### config.mk
export PLATFORM = sky130hd
export DESIGN_NAME = dma_int_status_queue_flat
export DESIGN_NICKNAME = d
export VERILOG_FILES = /design/src/rtl/dma_int_status_queue_if.sv /design/src/rtl/dma_int_status_queue.sv /design/src/flat_wrapper.sv
export SDC_FILE = /design/constraint.sdc
export NUM_CORES = 1
export LEC_CHECK = 0
export CAP_MARGIN = 15
export CORE_ASPECT_RATIO = 0.9
export CORE_UTILIZATION = 30
export CTS_CLUSTER_SIZE = 20
export DETAILED_ROUTE_END_ITERATION = 8
export PLACE_DENSITY = 0.48
export SLEW_MARGIN = 20
export SYNTH_ARGS = -nofsm -noshare
export SYNTH_HDL_FRONTEND = slang
export SYNTH_SLANG_ARGS = --single-unit
export TNS_END_PERCENT = 10
### constraint.sdc
create_clock -name clock -period 3 [get_ports clock]
set_input_delay 0.6 -clock clock [delete_from_list [all_inputs] [get_ports clock]]
set_output_delay 0.6 -clock clock [all_outputs]
set_load 0.05 [all_outputs]
### src/rtl/dma_int_status_queue_if.sv
`default_nettype none
// ---------------------------------------------------------------------------
// dma_int_status_queue_if : status-word, pop/clear and head-entry signals
// Rev 1.0
// ---------------------------------------------------------------------------
interface dma_int_status_queue_if #(
  parameter int NUM_INT_BDS_WIDTH = 2,
  parameter int FIFO_DEPTH_WIDTH  = 2
);
  logic                         valid;
  logic                         opDone;
  logic                         wrError;
  logic                         rdError;
  logic                         dscrptrNValidError;
  logic [NUM_INT_BDS_WIDTH-1:0] intDscrptrNum;
  logic                         extDscrptr;
  logic                         strDscrptr;
  logic [31:0]                  extDscrptrAddr;
  logic [3:0]                   evtEnable;
  logic                         popReq;
  logic                         clrOverflow;

  logic                         headOpDone;
  logic                         headWrError;
  logic                         headRdError;
  logic                         headNValidError;
  logic [NUM_INT_BDS_WIDTH-1:0] headIntDscrptrNum;
  logic                         headExtDscrptr;
  logic                         headStrDscrptr;
  logic [31:0]                  headExtDscrptrAddr;
  logic                         empty;
  logic                         full;
  logic [FIFO_DEPTH_WIDTH:0]    count;
  logic                         overflow;
  logic                         irq;

  modport master (
    output valid, opDone, wrError, rdError, dscrptrNValidError, intDscrptrNum,
           extDscrptr, strDscrptr, extDscrptrAddr, evtEnable, popReq, clrOverflow,
    input  headOpDone, headWrError, headRdError, headNValidError, headIntDscrptrNum,
           headExtDscrptr, headStrDscrptr, headExtDscrptrAddr, empty, full, count,
           overflow, irq
  );

  modport slave (
    input  valid, opDone, wrError, rdError, dscrptrNValidError, intDscrptrNum,
           extDscrptr, strDscrptr, extDscrptrAddr, evtEnable, popReq, clrOverflow,
    output headOpDone, headWrError, headRdError, headNValidError, headIntDscrptrNum,
           headExtDscrptr, headStrDscrptr, headExtDscrptrAddr, empty, full, count,
           overflow, irq
  );
endinterface
`default_nettype wire

### src/rtl/dma_int_status_queue.sv
`default_nettype none
// ---------------------------------------------------------------------------
// dma_int_status_queue : filtered DMA interrupt status FIFO with level irq
// Rev 1.0
// ---------------------------------------------------------------------------
module dma_int_status_queue #(
  parameter int NUM_INT_BDS_WIDTH = 2,
  parameter int FIFO_DEPTH        = 4,
  parameter int FIFO_DEPTH_WIDTH  = 2
) (
  input  wire logic              clock,
  input  wire logic              reset,
  dma_int_status_queue_if.slave  bus
);
  localparam int CW = FIFO_DEPTH_WIDTH + 1;
  localparam int WW = 4 + NUM_INT_BDS_WIDTH + 2 + 32;
  localparam logic [CW-1:0] c_full_count = CW'(FIFO_DEPTH);

  logic [WW-1:0]               r_mem [FIFO_DEPTH];
  logic [FIFO_DEPTH_WIDTH-1:0] r_wrPtr;
  logic [FIFO_DEPTH_WIDTH-1:0] r_rdPtr;
  logic [CW-1:0]               r_count;
  logic                        r_overflow;
  logic                        r_irq;

  logic          w_accept;
  logic          w_empty;
  logic          w_full;
  logic          w_pop;
  logic          w_push;
  logic          w_drop;
  logic [CW-1:0] w_count_next;
  logic          w_overflow_next;
  logic [WW-1:0] w_wdata;
  logic [WW-1:0] w_head;

  assign w_accept = bus.valid & ((bus.opDone & bus.evtEnable[0]) |
                                 (bus.wrError & bus.evtEnable[1]) |
                                 (bus.rdError & bus.evtEnable[2]) |
                                 (bus.dscrptrNValidError & bus.evtEnable[3]));
  assign w_empty  = (r_count == '0);
  assign w_full   = (r_count == c_full_count);
  assign w_pop    = bus.popReq & ~w_empty;
  // A pop frees a slot in the same cycle, so a full queue still accepts.
  assign w_push   = w_accept & (~w_full | w_pop);
  assign w_drop   = w_accept & w_full & ~w_pop;

  assign w_count_next    = r_count + CW'(w_push) - CW'(w_pop);
  assign w_overflow_next = w_drop | (r_overflow & ~bus.clrOverflow);

  assign w_wdata = {bus.dscrptrNValidError, bus.rdError, bus.wrError, bus.opDone,
                    bus.intDscrptrNum, bus.extDscrptr, bus.strDscrptr, bus.extDscrptrAddr};

  always_ff @(posedge clock) begin
    if (reset) begin
      r_wrPtr    <= '0;
      r_rdPtr    <= '0;
      r_count    <= '0;
      r_overflow <= 1'b0;
      r_irq      <= 1'b0;
    end else begin
      if (w_push) r_wrPtr <= r_wrPtr + 1'b1;
      if (w_pop)  r_rdPtr <= r_rdPtr + 1'b1;
      r_count    <= w_count_next;
      r_overflow <= w_overflow_next;
      r_irq      <= (w_count_next != '0) | w_overflow_next;
    end
  end

  // Storage has no reset; contents are only observed through r_rdPtr when non-empty.
  always_ff @(posedge clock) begin
    if (w_push) r_mem[r_wrPtr] <= w_wdata;
  end

  assign w_head = w_empty ? '0 : r_mem[r_rdPtr];

  assign {bus.headNValidError, bus.headRdError, bus.headWrError, bus.headOpDone,
          bus.headIntDscrptrNum, bus.headExtDscrptr, bus.headStrDscrptr,
          bus.headExtDscrptrAddr} = w_head;

  assign bus.empty    = w_empty;
  assign bus.full     = w_full;
  assign bus.count    = r_count;
  assign bus.overflow = r_overflow;
  assign bus.irq      = r_irq;
endmodule
`default_nettype wire

### src/flat_wrapper.sv
// flat-port wrapper written by rule: the top's interface ports become plain ports
module dma_int_status_queue_flat 
#(
  parameter int NUM_INT_BDS_WIDTH = 2,
  parameter int FIFO_DEPTH        = 4,
  parameter int FIFO_DEPTH_WIDTH  = 2
)
  (clock, reset, bus_valid, bus_opDone, bus_wrError, bus_rdError, bus_dscrptrNValidError, bus_intDscrptrNum, bus_extDscrptr, bus_strDscrptr, bus_extDscrptrAddr, bus_evtEnable, bus_popReq, bus_clrOverflow, bus_headOpDone, bus_headWrError, bus_headRdError, bus_headNValidError, bus_headIntDscrptrNum, bus_headExtDscrptr, bus_headStrDscrptr, bus_headExtDscrptrAddr, bus_empty, bus_full, bus_count, bus_overflow, bus_irq);
  dma_int_status_queue_if #(.NUM_INT_BDS_WIDTH(NUM_INT_BDS_WIDTH), .FIFO_DEPTH_WIDTH(FIFO_DEPTH_WIDTH)) bus_i ();
  input  wire logic clock;
  input  wire logic reset;
  input wire logic [$bits(bus_i.valid)-1:0] bus_valid;
  input wire logic [$bits(bus_i.opDone)-1:0] bus_opDone;
  input wire logic [$bits(bus_i.wrError)-1:0] bus_wrError;
  input wire logic [$bits(bus_i.rdError)-1:0] bus_rdError;
  input wire logic [$bits(bus_i.dscrptrNValidError)-1:0] bus_dscrptrNValidError;
  input wire logic [$bits(bus_i.intDscrptrNum)-1:0] bus_intDscrptrNum;
  input wire logic [$bits(bus_i.extDscrptr)-1:0] bus_extDscrptr;
  input wire logic [$bits(bus_i.strDscrptr)-1:0] bus_strDscrptr;
  input wire logic [$bits(bus_i.extDscrptrAddr)-1:0] bus_extDscrptrAddr;
  input wire logic [$bits(bus_i.evtEnable)-1:0] bus_evtEnable;
  input wire logic [$bits(bus_i.popReq)-1:0] bus_popReq;
  input wire logic [$bits(bus_i.clrOverflow)-1:0] bus_clrOverflow;
  output wire logic [$bits(bus_i.headOpDone)-1:0] bus_headOpDone;
  output wire logic [$bits(bus_i.headWrError)-1:0] bus_headWrError;
  output wire logic [$bits(bus_i.headRdError)-1:0] bus_headRdError;
  output wire logic [$bits(bus_i.headNValidError)-1:0] bus_headNValidError;
  output wire logic [$bits(bus_i.headIntDscrptrNum)-1:0] bus_headIntDscrptrNum;
  output wire logic [$bits(bus_i.headExtDscrptr)-1:0] bus_headExtDscrptr;
  output wire logic [$bits(bus_i.headStrDscrptr)-1:0] bus_headStrDscrptr;
  output wire logic [$bits(bus_i.headExtDscrptrAddr)-1:0] bus_headExtDscrptrAddr;
  output wire logic [$bits(bus_i.empty)-1:0] bus_empty;
  output wire logic [$bits(bus_i.full)-1:0] bus_full;
  output wire logic [$bits(bus_i.count)-1:0] bus_count;
  output wire logic [$bits(bus_i.overflow)-1:0] bus_overflow;
  output wire logic [$bits(bus_i.irq)-1:0] bus_irq;
  assign bus_i.valid = bus_valid;
  assign bus_i.opDone = bus_opDone;
  assign bus_i.wrError = bus_wrError;
  assign bus_i.rdError = bus_rdError;
  assign bus_i.dscrptrNValidError = bus_dscrptrNValidError;
  assign bus_i.intDscrptrNum = bus_intDscrptrNum;
  assign bus_i.extDscrptr = bus_extDscrptr;
  assign bus_i.strDscrptr = bus_strDscrptr;
  assign bus_i.extDscrptrAddr = bus_extDscrptrAddr;
  assign bus_i.evtEnable = bus_evtEnable;
  assign bus_i.popReq = bus_popReq;
  assign bus_i.clrOverflow = bus_clrOverflow;
  assign bus_headOpDone = bus_i.headOpDone;
  assign bus_headWrError = bus_i.headWrError;
  assign bus_headRdError = bus_i.headRdError;
  assign bus_headNValidError = bus_i.headNValidError;
  assign bus_headIntDscrptrNum = bus_i.headIntDscrptrNum;
  assign bus_headExtDscrptr = bus_i.headExtDscrptr;
  assign bus_headStrDscrptr = bus_i.headStrDscrptr;
  assign bus_headExtDscrptrAddr = bus_i.headExtDscrptrAddr;
  assign bus_empty = bus_i.empty;
  assign bus_full = bus_i.full;
  assign bus_count = bus_i.count;
  assign bus_overflow = bus_i.overflow;
  assign bus_irq = bus_i.irq;
  dma_int_status_queue #(.NUM_INT_BDS_WIDTH(NUM_INT_BDS_WIDTH), .FIFO_DEPTH(FIFO_DEPTH), .FIFO_DEPTH_WIDTH(FIFO_DEPTH_WIDTH)) u_core (.clock(clock), .reset(reset), .bus(bus_i));
endmodule
# Yosys cells after proc, flatten, opt, wreduce, memory -nomap -nowiden
# Memories as Yosys holds them, arrays and structs flattened. A register that Yosys moved wholly into a read port is not among the register bits.
# Index checks and enable logic that the tools add are counted.
[classes]
addsub = 4
eq_ne = 1
shifts = 0
n_div = 0
n_mul = 0
bitwise_logic = 20
n_lt_le_gt_ge = 0
n_reduce_logical = 2
n_mux = 5
[op_table]
columns = ["cell", "count"]
rows = [
  ["two-way mux 40 bit", 1],
  ["AND 1 bit", 10],
  ["bitwise OR 1 bit", 6],
  ["adder 2 x 1 -> 2 bit, second input constant", 2],
  ["two-way mux 2 bit", 2],
  ["NOT 1 bit", 4],
  ["adder 3 x 1 -> 3 bit", 1],
  ["equality test 3 bit, second input constant", 1],
  ["logical NOT 3 bit", 1],
  ["nonzero test 3 bit", 1],
  ["subtractor 3 x 1 -> 3 bit", 1],
  ["two-way mux 1 bit", 2],
]
[word_totals]
register_bits = 9
output_inout_bits = 47
latchBits = 0
mem_bits_rw = 160
n_memories = 1
input_bits = 49
mem_bits_ro = 0
[mem_list]
columns = ["memory", "words", "width", "rd", "rd_clocked_by_memory_dff", "write_ports", "line_no", "source"]
rows = [
  ["u_core.r_mem", 4, 40, 1, 1, 1, "dma_int_status_queue.sv:19", "logic [WW-1:0] r_mem [FIFO_DEPTH];"],
]

# Longest topological paths before layout
[logic_depth]
depth_word = 10
depth_mapped = 10

# Least setup slack after synthesis
# OpenSTA, ideal clock, no wires.
[synth_timing]
path_type = "register to register"
start = "register u_core.r_count[1] (netlist: u_core.bus.count[1])"
end = "register u_core.r_irq (netlist: u_core.bus.irq)"
arrival_ns = 3.197
setup_ns = 0.134
path_buffers = 1
required_time_ns = 2.866
period_less_slack_ns = 3.331
path_stages_with_launch = 11
setup_slack_ns = -0.331
cell_sequence = "dfxtp_1 > nor3_2 > clkbuf_1 > nor2_1 > ha_1 > inv_1 > ha_1 > fa_1 > xor3_4 > nor3b_1 > o211ai_1"
[synth_between]
elab_chain_cells = 9
word_cells_on_any_way = 15
[synth_rtl]
columns = ["item", "line_no", "source"]
rows = [
  ["from (decl)", "dma_int_status_queue.sv:22", "logic [CW-1:0] r_count;"],
  ["from (signal assigned)", "dma_int_status_queue.sv:64", "r_count <= w_count_next;"],
  ["logical NOT 3 bit (*)", "dma_int_status_queue.sv:41", "assign w_empty = (r_count == '0);"],
  ["net bus_empty", "flat_wrapper.sv:32", "output wire logic [$bits(bus_i.empty)-1:0] bus_empty;"],
  ["NOT 1 bit (*)", "dma_int_status_queue.sv:43", "assign w_pop = bus.popReq & ~w_empty;"],
  ["AND 1 bit (*)", "dma_int_status_queue.sv:43", ""],
  ["bitwise OR 1 bit", "dma_int_status_queue.sv:45", "assign w_push = w_accept & (~w_full | w_pop);"],
  ["AND 1 bit", "dma_int_status_queue.sv:45", ""],
  ["adder 3 x 1 -> 3 bit", "dma_int_status_queue.sv:48", "assign w_count_next = r_count + CW'(w_push) - CW'(w_pop);"],
  ["subtractor 3 x 1 -> 3 bit", "dma_int_status_queue.sv:48", ""],
  ["nonzero test 3 bit", "dma_int_status_queue.sv:66", "r_irq <= (w_count_next != '0) | w_overflow_next;"],
  ["bitwise OR 1 bit (*)", "dma_int_status_queue.sv:66", ""],
  ["to (signal assigned)", "dma_int_status_queue.sv:66", ""],
  ["to (decl)", "dma_int_status_queue.sv:24", "logic r_irq;"],
]
# Mark *: on every way through the listed nets, which the timed path passes. The rest lies on a longest branch.
# A chain may end at the register's enable or synchronous reset.

==> summary.md <==
| Metric | Value |
|---|---|
| Die W | 159 um |
| Switching Share | 0.372 |
| WL met3 | 563 um |
| Syn Nets | 371 |
| FP Rows | 51 |
| Final #Nets | slightly below 500 |
| Final setup viols | 0 |
| DRC Markers | 0 |
| Pre-antenna DRT Iters | 4 |
| 1st-iter DRT viols | 163 |
| Gate Count Post-Synth | ~320 |
| CP max stage delay | 0.55 ns |
| Final-report hold violation count | 0 |
| Fill count | 2000 |
| Clk pwr share | 0.262 |
| Sequential area share after synthesis | 0.756 |
| Worst-Skew Late Latency | 0.42 ns |
| Top cell by count, worst path | buf_4 |
| # IOs | 96 |
| Period utilization | 0.943 |
| Synthesis Warnings | 0 |
| Most common cell after layout, fill and taps aside | edfxtp_1 |
| Final wirelength | between 10000 and 15000 um |
| Worst setup SP type | flip-flop |
| GRT Util Overall | 0.128 |
| CP endpoint kind | output pin |
| Critical Path RT | between 2 and 2.5 ns |
| Area leader, netlist | edfxtp_1 |
| Max_slew headroom | 0.562 |
| Via count | 3286 |
| Worst Tran Pin Value | between 0.6 and 0.7 ns |
| Antenna Cells | 0 |
| IR drop worst, VDD | 370 uV |
| Worst Skew | 0.00691 ns |
| Max cap viols | 0 |
| RSZ-0062 raised after global routing | no |
| Pins Over Slew Limit | 0 |
| Die Ht | roughly 140 um |
| NetSw | between 3 and 4 mW |
| M1 WL | ~6200 um |
| Inst Count DP | 707 |
| Status | finished clean |
| Share of the synthesized area in the top cell type | 0.723 |
| Antenna violations before repair | 0 |
| Gr ovfl total | 0 |
| Kind of critical path | reg2out |
| DP HPWL | 8130 um |
| Post-Layout Cell Count | ~740 |
| Flops & latches, synth | approximately 170 |
| CTS tree | yes |
| Synth top area cells | edfxtp_1 (72%), mux4_2 (14%), nor2b_1 (4.0%) |
| Core area | between 20000 and 25000 um2 |
| Synth cell types | 31 |
| Worst-path maximum fanout | 15 |
| Fmax | roughly 0.35 GHz |
| CTS max path bufs | 2 |
| Share of power burned in registers | 0.359 |
| Critical-path cell list | buf_4 > mux4_2 > nor2b_1 > buf_4 |
| Reg2Reg Setup Slack | about 0.55 ns |
| Critical Path AT | 2.23 ns |
| Proportion of power drawn by combinational gates | 0.379 |
| TritonCTS sink count | 171 |
| Wirelength per Cell | between 15 and 20 um |
| Syn avg cell area | 21.1 um2 |
| Top sig layer | met4 |
| Vias per Instance | around 4.4 |
| Pin count of the biggest net entering global routing | 28 |
| H-tree lvl count | 4 |
| Detail Route Antenna Nets | 0 |
| Clock Tree Root | clkbuf_16 |
| CP max stage cell | dfxtp_4 |
| Leakage | 2.87 nW |
| Die ar. | 22800 um2 |
| Most frequent cells in the layout | edfxtp_1 (160), clkdlybuf4s50_1 (55), nor2b_1 (42), buf_4 (41), mux4_2 (40) |
| Share of cells above drive strength 1 | 0.290 |
| Inserted Clock Buffers | 17 |
| Internal power | 5.07 mW |
| Type of the tightest min-delay check | reg2reg |
| Setup Buffers After CTS | 0 |
| Port bufs | 95 |
| Clock transition at path regs | 0.06 ns |
| Met2 WL | around 6500 um |
| PwrDens | between 900 and 1000 nW/um2 |
| Starting Density | 0.306 |
| GP Congestion | 0.688 |
| Final Critical Period | roughly 2.8 ns |
| Vias in the first global route | 3666 |
| Setup Total Neg Slack | 0 ns |
| Area grow syn2layout | 29.5% |
| First-pass GRT wire length | 21000 um |
| Synthesized cell area | roughly 6600 um2 |
==> stage by stage <==
step                 util  area, um2  hold slack (ns)  power [mW]  setup WS [ns]
CTS                 0.396       8600            0.489        8.21         0.0503
global placement    0.370       8040            0.490        6.13         0.0747
finish              0.397       8600            0.484        8.07          0.171
global route        0.397       8600            0.515        8.44         0.0223
floorplan               -       6650            0.481        5.07         0.0387
detailed placement  0.370       8040            0.476        6.15         0.0120
==> path summary, 6_finish.rpt <==
| path | from | end | cells after the start |
|---|---|---|---|
| hold / removal | u_core.bus.overflow$_SDFF_PP0_ | u_core.bus.overflow$_SDFF_PP0_ | 2 |
| setup / recovery | flip-flop | bus_headExtDscrptrAddr[12] | 4 |
| hold reg to reg | u_core.bus.overflow$_SDFF_PP0_ | u_core.bus.overflow$_SDFF_PP0_ | 2 |
| setup reg to reg | u_core.bus.count[2]$_SDFF_PP0_ | u_core.bus.irq$_SDFF_PP0_ | 8 |
==> final cells by class <==
class / instances / area [um2] / share of cell area
Sequential cell: 171 / 5030 / 0.585
Multi-Input combinational cell: 121 / 1530 / 0.177
Timing Repair Buffer: 115 / 1080 / 0.125
Clock buffer: 17 / 425 / 0.0494
Tap cell: 291 / 364 / 0.0423
Clock inverter: 15 / 146 / 0.0170
Inverter: 9 / 33.8 / 0.00393
==> sequential cells by signal (all words and copies together), names as in the netlist, named ones only <==
name / count
u_core.r_mem: 160
u_core.bus.count: 3
u_core.r_rdPtr: 2
u_core.r_wrPtr: 2
u_core.bus.irq: 1
u_core.bus.overflow: 1
==> what timing repair did <==
action                     4_1_cts  5_1_grt
setup endpoints to repair       24        3
gates resized for setup         14        2
hold buffers                     0        0
==> per-layer routing <==
| layer | vias to the layer above | track usage |
|---|---|---|
| met2 | 85 | 0.208 |
| met4 | 0 | 0.0496 |
| met3 | 14 | 0.0340 |
| li1 | 1503 | - |
| met5 | - | 0 |
| met1 | 1684 | 0.166 |
==> kinds of logic after synthesis <==
| logic type | Yosys count | synth area share |
|---|---|---|
| compound gates | 9 | 0.0124 |
| simple gates | 61 | 0.0571 |
| flops | 171 | 0.756 |
| xor+xnor | 2 | 0.00546 |
| buf+inv | 23 | 0.0153 |
| mux | 42 | 0.139 |
| fa+ha+maj | 7 | 0.0143 |
==> cell usage after synthesis <==
cell        n
inv_1       8
buf_4       4
xor2_1      1
o211ai_1    1
nand2b_1    2
o311ai_0    1
nor2b_1    42
nor2_1      6
nor3b_1     1
a22oi_1     2
xor3_4      1
a21oi_1     2
buf_1       4
edfxtp_1  160
and2_2      4
fa_1        1
ha_1        6
mux2i_1     1
a211o_2     1
or3b_2      1
clkbuf_1    6
mux2_4      1
mux4_2     40
nand2_1     2
a221oi_4    1
nor3_2      1
inv_2       1
or3b_4      1
or3_1       1
o21ai_0     1
dfxtp_1    11
==> power by group through the flow <==
stage / clock network, mW / registers [mW] / logic, mW
2_1_floorplan: 0 / 2.96 / 2.11
3_3_place_gp: 0 / 2.96 / 3.17
3_5_place_dp: 0 / 2.95 / 3.20
4_1_cts: 2.17 / 2.91 / 3.13
5_1_grt: 2.26 / 2.93 / 3.25
6_report: 2.11 / 2.90 / 3.06
==> worst max-delay path: cells and delay by family (launching register included) <==
kind	cells	cell delay [ns]
mux	1	0.54
simple gates	1	0.16
flops	1	0.55
buf+inv	2	0.53
Note: power is estimated with default switching activity, not from simulation.
